`config.mk`:
```
export PLATFORM = sky130hd
export DESIGN_NAME = pc_fetch_unit
export DESIGN_NICKNAME = d
export VERILOG_FILES = /design/src/rtl/cpu_pkg.sv /design/src/rtl/if_id_reg.sv /design/src/rtl/pc_fetch_unit.sv
export SDC_FILE = /design/constraint.sdc
export NUM_CORES = 1
export LEC_CHECK = 0
export CAP_MARGIN = 20
export CORE_UTILIZATION = 40
export CTS_CLUSTER_DIAMETER = 100
export CTS_CLUSTER_SIZE = 16
export DETAILED_ROUTE_END_ITERATION = 8
export PLACE_DENSITY = 0.8
export SLEW_MARGIN = 20
export SYNTH_ARGS = -nofsm -noshare
export SYNTH_HDL_FRONTEND = slang
export SYNTH_HIERARCHICAL = 1
export SYNTH_SLANG_ARGS = --single-unit
export TNS_END_PERCENT = 10
```
`constraint.sdc`:
```
create_clock -name clk -period 2 [get_ports clk]
set_input_delay 0.4 -clock clk [delete_from_list [all_inputs] [get_ports clk]]
set_output_delay 0.4 -clock clk [all_outputs]
set_load 0.02 [all_outputs]
```
`src/rtl/cpu_pkg.sv`:
```
// Shared definitions for the pipelined MIPS CPU: word width, reset/bubble
// constants, next-PC source selection and word-alignment helper.
package cpu_pkg;

    localparam int WORD_W = 32;

    localparam logic [WORD_W-1:0] RESET_PC_DEFAULT  = 32'h0000_0000;
    localparam logic [WORD_W-1:0] NOP_INSTR_DEFAULT = 32'h0000_0000;
    localparam logic [WORD_W-1:0] ALIGN_MASK        = 32'hFFFF_FFFC;

    typedef enum logic [1:0] {
        NPC_SEQ    = 2'd0,
        NPC_BRANCH = 2'd1,
        NPC_JUMP   = 2'd2,
        NPC_HOLD   = 2'd3
    } npc_sel_e;

    function automatic logic [WORD_W-1:0] word_align(input logic [WORD_W-1:0] addr);
        return addr & ALIGN_MASK;
    endfunction

endpackage

```
`src/rtl/if_id_reg.sv`:
```
// IF/ID pipeline register: holds fetched instruction, its PC+4 and a valid bit.
// Stall holds all fields; flush inserts a bubble; reset clears to a bubble.
module if_id_reg
    import cpu_pkg::*;
#(
    parameter logic [WORD_W-1:0] NOP_INSTR = NOP_INSTR_DEFAULT
) (
    input  logic              clk,
    input  logic              reset,
    input  logic              stall,
    input  logic              flush,
    input  logic [WORD_W-1:0] pcp4_in,
    input  logic [WORD_W-1:0] instr_in,
    output logic [WORD_W-1:0] pcp4,
    output logic [WORD_W-1:0] instr,
    output logic              valid
);

    logic [WORD_W-1:0] pcp4_d,  pcp4_q;
    logic [WORD_W-1:0] instr_d, instr_q;
    logic              valid_d, valid_q;

    // Next-state selection: stall outranks flush; the bubble still loads pcp4_in.
    always_comb begin
        pcp4_d  = pcp4_q;
        instr_d = instr_q;
        valid_d = valid_q;
        if (stall) begin
            pcp4_d  = pcp4_q;
            instr_d = instr_q;
            valid_d = valid_q;
        end else if (flush) begin
            pcp4_d  = pcp4_in;
            instr_d = NOP_INSTR;
            valid_d = 1'b0;
        end else begin
            pcp4_d  = pcp4_in;
            instr_d = instr_in;
            valid_d = 1'b1;
        end
    end

    // Register update with synchronous reset to a bubble.
    always_ff @(posedge clk) begin
        if (reset) begin
            pcp4_q  <= 32'h0000_0000;
            instr_q <= NOP_INSTR;
            valid_q <= 1'b0;
        end else begin
            pcp4_q  <= pcp4_d;
            instr_q <= instr_d;
            valid_q <= valid_d;
        end
    end

    assign pcp4  = pcp4_q;
    assign instr = instr_q;
    assign valid = valid_q;

endmodule

```
`src/rtl/pc_fetch_unit.sv`:
```
// IF-stage front end: program counter with next-PC selection (stall, branch,
// jump, sequential) and the IF/ID pipeline register. All outputs registered.
module pc_fetch_unit
    import cpu_pkg::*;
#(
    parameter logic [WORD_W-1:0] RESET_PC  = RESET_PC_DEFAULT,
    parameter logic [WORD_W-1:0] NOP_INSTR = NOP_INSTR_DEFAULT
) (
    input  logic              clk,
    input  logic              reset,
    input  logic              pc_stall,
    input  logic              branch_taken,
    input  logic [WORD_W-1:0] branch_target,
    input  logic              jump,
    input  logic [WORD_W-1:0] jump_target,
    input  logic [WORD_W-1:0] pcp4_in,
    input  logic [WORD_W-1:0] instr_in,
    output logic [WORD_W-1:0] pc_out,
    output logic [WORD_W-1:0] if_id_pcp4,
    output logic [WORD_W-1:0] if_id_instr,
    output logic              if_id_valid
);

    npc_sel_e          npc_sel;
    logic [WORD_W-1:0] pc_d, pc_q;
    logic              redirect;

    // Next-PC source priority; a branch beats a simultaneous (illegal) jump.
    always_comb begin
        npc_sel = NPC_SEQ;
        if (pc_stall) begin
            npc_sel = NPC_HOLD;
        end else if (branch_taken) begin
            npc_sel = NPC_BRANCH;
        end else if (jump) begin
            npc_sel = NPC_JUMP;
        end else begin
            npc_sel = NPC_SEQ;
        end
    end

    // Next-PC mux; every loaded address is word-aligned, arithmetic wraps mod 2^32.
    always_comb begin
        pc_d = pc_q;
        case (npc_sel)
            NPC_HOLD:   pc_d = pc_q;
            NPC_BRANCH: pc_d = word_align(branch_target);
            NPC_JUMP:   pc_d = word_align(jump_target);
            NPC_SEQ:    pc_d = word_align(pcp4_in);
            default:    pc_d = pc_q;
        endcase
    end

    // PC register with synchronous reset.
    always_ff @(posedge clk) begin
        if (reset) begin
            pc_q <= word_align(RESET_PC);
        end else begin
            pc_q <= pc_d;
        end
    end

    assign pc_out   = pc_q;
    assign redirect = branch_taken | jump;

    if_id_reg #(
        .NOP_INSTR (NOP_INSTR)
    ) u_if_id_reg (
        .clk      (clk),
        .reset    (reset),
        .stall    (pc_stall),
        .flush    (redirect),
        .pcp4_in  (pcp4_in),
        .instr_in (instr_in),
        .pcp4     (if_id_pcp4),
        .instr    (if_id_instr),
        .valid    (if_id_valid)
    );

endmodule

```
==> results.md, run 1 <==
* Diode count at 0
* Clock Tree Buf Depth at 2
* Die Width at 108.2 um
* Met1 Track Usage GR at 23.65%
* CORE AREA at 10940 um2
* Hold Path Class: input port to flip-flop
* Num CTS Buffers at 9
* Vias per cell at 5.104
* Initial antenna violation count at 0
* FMAX at 579.1 MHz
* Fin. Hold Viols at 0
* Grt met3 use at 7.715%
* Gr ovfl total at 0
* Die height at 108.2 um
* Total Wirelength at 12.86 mm
* Slew Limit Fails at 0
* Bufs and invs on worst path at 1
* Synth cell types at 21
* Share of the yosys chip area belonging to registers at 42.16%
* Area Overhead vs Synth at 55.62%
* WL/cell at 16.66 um
* Vias in the first global route at 4002
* Comb pwr share at 21.3%
* Synthesized instance count at 426
* CTS tree: built
* I/O pin count at 230
* Final setup violating endpoints at 0
* Power Internal at 3.444 mW
* Met2 usage at 37.90%
* Routed Antenna Nets at 0
* Maxcap violations at 0
* Startpoint Class: flip-flop
* CP required at 1.60 ns
* Synth Cell Area at 4511 um2
* Syn. warnings at 6
* CTS sink count at 95
* Part of the power in the clock network at 35.4%
* FILL cells at 871
* First-pass GRT wire length at 19.62 mm
* Final #Nets at 760
* Share of cells above drive strength 1 at 11.71%
* Setup CP Type: flip-flop to output pin
* Number of hold buffers added after cts at 0
* Crit-path max FO at 2
* Ranking of synthesized cells by area: dfxtp_1 42%, mux2i_1 14%, o22ai_2 8.3%
* Slowest CP cell: clkdlybuf4s50_1
* Largest net degree at the start of global routing at 69
* Clock-pin slew on the worst setup and hold paths at 0.07 ns
* Unrepaired setup endpoints after global routing: false
* RePlAce Congestion at 0.7385
* P per Cell Area at 671.5 nW/um2
* Vias at 3940
* Static Leak at 2.648 nW
* Initial Util at 41.25%
* # resized after CTS at 0
* Sw frac at 26.93%
* Post-CTS Setup Bufs at 0
* Worst-skew pair later-pin latency at 0.34 ns
* NetSw at 1.269 mW
* Root Buffer: clkbuf_16
* CP peak stage delay at 0.66 ns
* Die ar. at 11710 um2
* 1st-iter DRT viols at 180
* Synth area leader: dfxtp_1
* Worst path top cell family by delay: buffers and inverters
* Setup WS pre-CTS at 0.1429 ns
* Flop pwr share at 43.3%
* Peak VDD IR at 333.5 uV
* Setup crit end kind: output pin
* Post-synthesis sequential element count at 95
* Final TNS setup at 0 ns
* Area share of the largest cell type after synthesis at 42.16%
* Global Route Usage Sum at 21.81%
* CP arrival at 1.33 ns
* Post-route clock period utilization at 86.34%
* Post-detail-place hpwl at 9.244 mm
* Syn_area_per_cell at 10.59 um2
* Final WS setup at 0.2731 ns
* Num rows at 38
* I/O Buffers at 223
* Worst-path cell chain: clkdlybuf4s50_1
* DRC Markers at 0
* Min Clock Period, post-route at 1.727 ns
* H-tree levels at 3
* Status: finished clean
* Drt pass-1 iters at 4
* Grt peak-use layer: met2
* Layout Skew at 0 ns
-- kinds of logic after synthesis --
logic type	share of synthesized area, %
AO/OA/AOI/OAI	16.31
buffers and inverters	7.268
flip-flops	42.16
multiplexers	13.76
other	0.08314
AND/OR/NAND/NOR	20.42
-- sequential cells by signal (all words and copies together), names as in the netlist --
name,cells
pc_out,30
u_if_id_reg/pcp4,32
u_if_id_reg/instr,32
u_if_id_reg/valid,1
-- cell usage after synthesis --
cell type and count:
buf_4 9, or4bb_1 20, clkbuf_1 5, a21oi_1 2, nand4bb_1 10, o221ai_2 13
conb_1 1, or3b_1 1, o221ai_1 17, or2_1 2, dfxtp_1 95, mux2i_1 62
buf_12 2, nand2_1 63, buf_2 20, nor2_1 32, buf_6 9, o22ai_2 30
or3_4 1, o22ai_1 1, nand2b_1 31
-- through the flow --
step                utilization, %  hold WS [ns]  instances  total power, mW  instance area [um2]
floorplan                        -        0.5357        427            2.577                 4514
global route                 64.19        0.4458        772            4.910                 7019
global placement             61.53        0.4518        756            3.069                 6729
CTS                          64.19        0.4168        772            4.763                 7019
detailed placement           61.53        0.4704        756            3.094                 6729
finish                       64.19        0.4284        772            4.713                 7019
-- metal layers --
| layer | wire, um | vias up | share of wire, % |
|---|---|---|---|
| li1 | - | 1927 | - |
| met1 | 5132 | 1824 | 40 |
| met2 | 6160 | 165 | 48 |
| met3 | 1253 | 24 | 9.7 |
| met4 | 316 | 0 | 2.5 |
| met5 | 0 | - | 0 |
-- final timing paths --
path | start | endpoint | slack [ns] | cells after the start
hold / removal | reset | u_if_id_reg/pcp4[11] | 0.43 | 2
setup reg to reg | u_if_id_reg/pcp4[13] | u_if_id_reg/pcp4[13] | 1.32 | 2
setup / recovery | u_if_id_reg/instr[17] | if_id_instr[17] | 0.27 | 1
hold reg to reg | u_if_id_reg/valid | u_if_id_reg/valid | 0.49 | 2
-- cell type report --
type / count / area (um2) / share of cell area [%]
repair buffers: 234 / 2367 / 33.73
multi-input cells: 287 / 2285 / 32.55
flip-flops and latches: 95 / 1902 / 27.09
clock buffers: 10 / 239.0 / 3.405
well taps: 140 / 175.2 / 2.496
clock inverters: 6 / 51.30 / 0.7308
-- cell usage in the layout, fill, tap and decap left out, types with 3 or more instances in the layout --
master / synthesis / routed
buf_12: 2 / 5
buf_4: 9 / 8
clkbuf_16: 0 / 9
clkdlybuf4s50_1: 0 / 220
dfxtp_1: 95 / 95
inv_6: 0 / 3
mux2i_1: 62 / 62
nand2_1: 63 / 63
nand2b_1: 31 / 31
nand4bb_1: 10 / 10
nor2_1: 32 / 32
o221ai_1: 17 / 17
o221ai_2: 13 / 13
o22ai_2: 30 / 30
or4bb_1: 20 / 20
-- power by group through the flow --
stage	Combinational (mW)	Sequential, mW	Clock (mW)
after CTS	1.01	2.04	1.71
final	1.01	2.04	1.67
after global routing	1.07	2.05	1.79
after global placement	0.991	2.08	0
after detailed placement	1.01	2.08	0
after floorplan	0.373	2.20	0
No activity file was read; power rests on OpenSTA's default activity.
==> inputs of run 2 (changes only) <==
--- a/config.mk
+++ b/config.mk
@@ -6,11 +6,11 @@
 export NUM_CORES = 1
 export LEC_CHECK = 0
 export CAP_MARGIN = 20
-export CORE_UTILIZATION = 40
+export CORE_UTILIZATION = 25
 export CTS_CLUSTER_DIAMETER = 100
 export CTS_CLUSTER_SIZE = 16
 export DETAILED_ROUTE_END_ITERATION = 8
-export PLACE_DENSITY = 0.8
+export RECOVER_POWER = 50
 export SLEW_MARGIN = 20
 export SYNTH_ARGS = -nofsm -noshare
 export SYNTH_HDL_FRONTEND = slang
==> run 2 against run 1 <==
  * Wire length grew 7.6%
  * Critical endpoint is now u_if_id_reg/instr[9]
  * Highest routed layer unchanged
  * Count of clock-buffer cells in the layout grew 2
  * Non-clock buffer count grew 6
  * First-iteration DRC count shrank 46%
==> results.md, run 2 (same netlist as run 1, synthesis figures left out) <==
* Sw frac at 26.19% (-0.74 points)
* Post-route clock period utilization at 88.62% (+2.3 points)
* Setup CP Type: input port to flip-flop
* CORE AREA at 17480 um2 (+60%)
* Routed met1 length at 5.883 mm (+15%)
* Top Layer Used: met4
* Share of cells above drive strength 1 at 9.890% (-1.8 points)
* Wire length on met2 at 6.611 mm (+7.3%)
* Worst-skew pair later-pin latency at 0.34 ns (about the same)
* Routed Antenna Nets at 0 (unchanged)
* First-pass GRT wire length at 20.94 mm (+6.7%)
* FMAX at 564.2 MHz (-2.6%)
* Crit-path max FO at 32 (+30)
* Comb pwr share at 21.4% (about the same)
* Worst-path cell chain: dlygate4sd3_1 -> or2_0 -> or2_2 -> buf_4 -> o22ai_1
* Static Leak at 2.620 nW (-1.1%)
* Die Width at 136.3 um (+26%)
* Clock-pin slew on the worst setup and hold paths at 0.06 ns (about the same)
* Die ar. at 18580 um2 (+59%)
* Fin. Hold Viols at 0 (unchanged)
* Post-detail-place hpwl at 10.13 mm (+9.6%)
* Final TNS setup at 0 ns (unchanged)
* Max transition margin at 51.62%
* Diode count at 0 (unchanged)
* # resized after CTS at 0 (unchanged)
* Power Internal at 3.410 mW (-0.98%)
* Worst-margin pin slew at 0.7257 ns
* Hold Path Class: input port to flip-flop
* I/O Buffers at 223 (unchanged)
* FILL cells at 1712 (+97%)
* Register area at 1902 um2 (unchanged)
* Status: finished clean
* RePlAce Congestion at 0.7400 (+0.20%)
* Setup crit end kind: flip-flop
* Vias per cell at 4.572 (-10%)
* Placed instance area at 6868 um2 (+2.1%)
* Area Overhead vs Synth at 55.48% (about the same)
* Drt pass-1 iters at 4 (unchanged)
* 1st-iter DRT viols at 98 (-46%)
* Root Buffer: clkbuf_16
* Clock Tree Buf Depth at 2 (unchanged)
* Global Route Usage Sum at 14.72% (-7.1 points)
* Final hold slack at 0.3815 ns (-0.04681 ns)
* Vias at 3941 (+0.025%)
* Num rows at 48 (+26%)
* Flop pwr share at 44.2% (+0.9 points)
* H-tree levels at 3 (unchanged)
* Startpoint Class: input port
* Largest net degree at the start of global routing at 46 (-33%)
* Gr ovfl total at 0 (unchanged)
* Part of the power in the clock network at 34.4% (-1.0 points)
* Most common cell after layout, fill and taps aside: clkdlybuf4s50_1
* Post-CTS Setup Bufs at 0 (unchanged)
* DRC Markers at 0 (unchanged)
* Final instance area at 7013 um2 (about the same)
* Initial Util at 25.81% (-15 points)
* Unrepaired setup endpoints after global routing: false
* CP peak stage delay at 0.60 ns (-0.06 ns)
* Slew Limit Fails at 0 (unchanged)
* Total Wirelength at 13.84 mm (+7.6%)
* CTS tree: built
* Final #Nets at 766 (+0.79%)
* Slowest CP cell: dlygate4sd3_1
* Vias in the first global route at 3996 (-0.15%)
* WL/cell at 16.05 um (-3.6%)
* Multi-input logic area at 2203 um2 (-3.6%)
* Min Clock Period, post-route at 1.772 ns (+0.04557 ns)
* Maxcap violations at 0 (unchanged)
* Initial antenna violation count at 0 (unchanged)
* CTS sink count at 95 (unchanged)
* Final setup violating endpoints at 0 (unchanged)
* Worst path top cell family by delay: buffers and inverters
* NetSw at 1.210 mW (-4.7%)
* Commonest non-fill, non-tap cells in the layout: 219 x clkdlybuf4s50_1, 95 x dfxtp_1, 63 x nand2_1
* Bufs and invs on worst path at 2 (+1)
* CP required at 2.26 ns (+0.66 ns)
* P per Cell Area at 658.8 nW/um2 (-1.9%)
* I/O pin count at 230 (unchanged)
* Die height at 136.3 um (+26%)
* Met3 routed WL at 1.200 mm (-4.2%)
* Num CTS Buffers at 9 (unchanged)
* Peak VDD IR at 384.0 uV (+15%)
* CP arrival at 2.03 ns (+0.70 ns)
* Number of hold buffers added after cts at 0 (unchanged)
* Layout Skew at 0 ns (unchanged)
==> run 2: cell count changes in the layout (fill, tap and decap cells not counted), sizes merged <==
cell	before	now
clkbuf	10	18
inv	3	0
clkdlybuf4s50	220	219
clkinv	2	1
clkinvlp	1	2
dlygate4sd3	0	1
==> run 2: final timing paths <==
check	slack, ns	to	cells after the start	startpoint
setup / recovery	0.23	u_if_id_reg/instr[9]	5	branch_taken
hold / removal	0.38	u_if_id_reg/pcp4[24]	2	reset
setup reg to reg	1.31	pc_out[25]	2	pc_out[25]
hold reg to reg	0.48	u_if_id_reg/valid	2	u_if_id_reg/valid
==> run 2: routing by layer <==
layer / up-vias / track usage [%]
met1: 1838 / 17.03
met4: 0 / 5.000
met3: 10 / 4.810
met5: - / 0
met2: 149 / 25.27
li1: 1944 / -
==> run 2: worst register-to-register path: stages (launching register included) <==
cell and delay [ns]:
dfxtp_1 0.35, nand2_1 0.06, o221ai_1 0.19
==> run 2: through the flow <==
step           setup WS (ns)  utilization [%]  power (mW)  instances
2_1_floorplan         0.4487                -       2.577        427
3_3_place_gp          0.1123            39.30       3.092        847
3_5_place_dp         0.08979            39.30       3.114        847
4_1_cts               0.2358            40.82       4.744        862
5_1_grt               0.1113            40.13       4.860        862
6_report              0.2276            40.13       4.620        862
==> run 2: cell type report <==
class | count | share of cell area [%]
clock buffers | 12 | 3.515
repair buffers | 240 | 33.65
clock inverters | 3 | 0.2855
multi-input cells | 287 | 31.42
flip-flops and latches | 95 | 27.12
well taps | 225 | 4.014
==> run 2: power groups by stage <==
stage                     logic (mW)  registers, mW  clock network (mW)
after global placement          1.01           2.08                   0
final                          0.989           2.04                1.59
after detailed placement        1.03           2.09                   0
after global routing            1.06           2.05                1.74
after floorplan                0.373           2.20                   0
after CTS                       1.03           2.04                1.67
==> inputs of run 3 (changes only) <==
--- a/config.mk
+++ b/config.mk
@@ -11,6 +11,7 @@
 export CTS_CLUSTER_SIZE = 16
 export DETAILED_ROUTE_END_ITERATION = 8
 export RECOVER_POWER = 50
+export SKIP_CTS_REPAIR_TIMING = 1
 export SLEW_MARGIN = 20
 export SYNTH_ARGS = -nofsm -noshare
 export SYNTH_HDL_FRONTEND = slang
==> results of run 3 <==
Same layout as run 2: the final DEF is identical, and so are final timing and power.
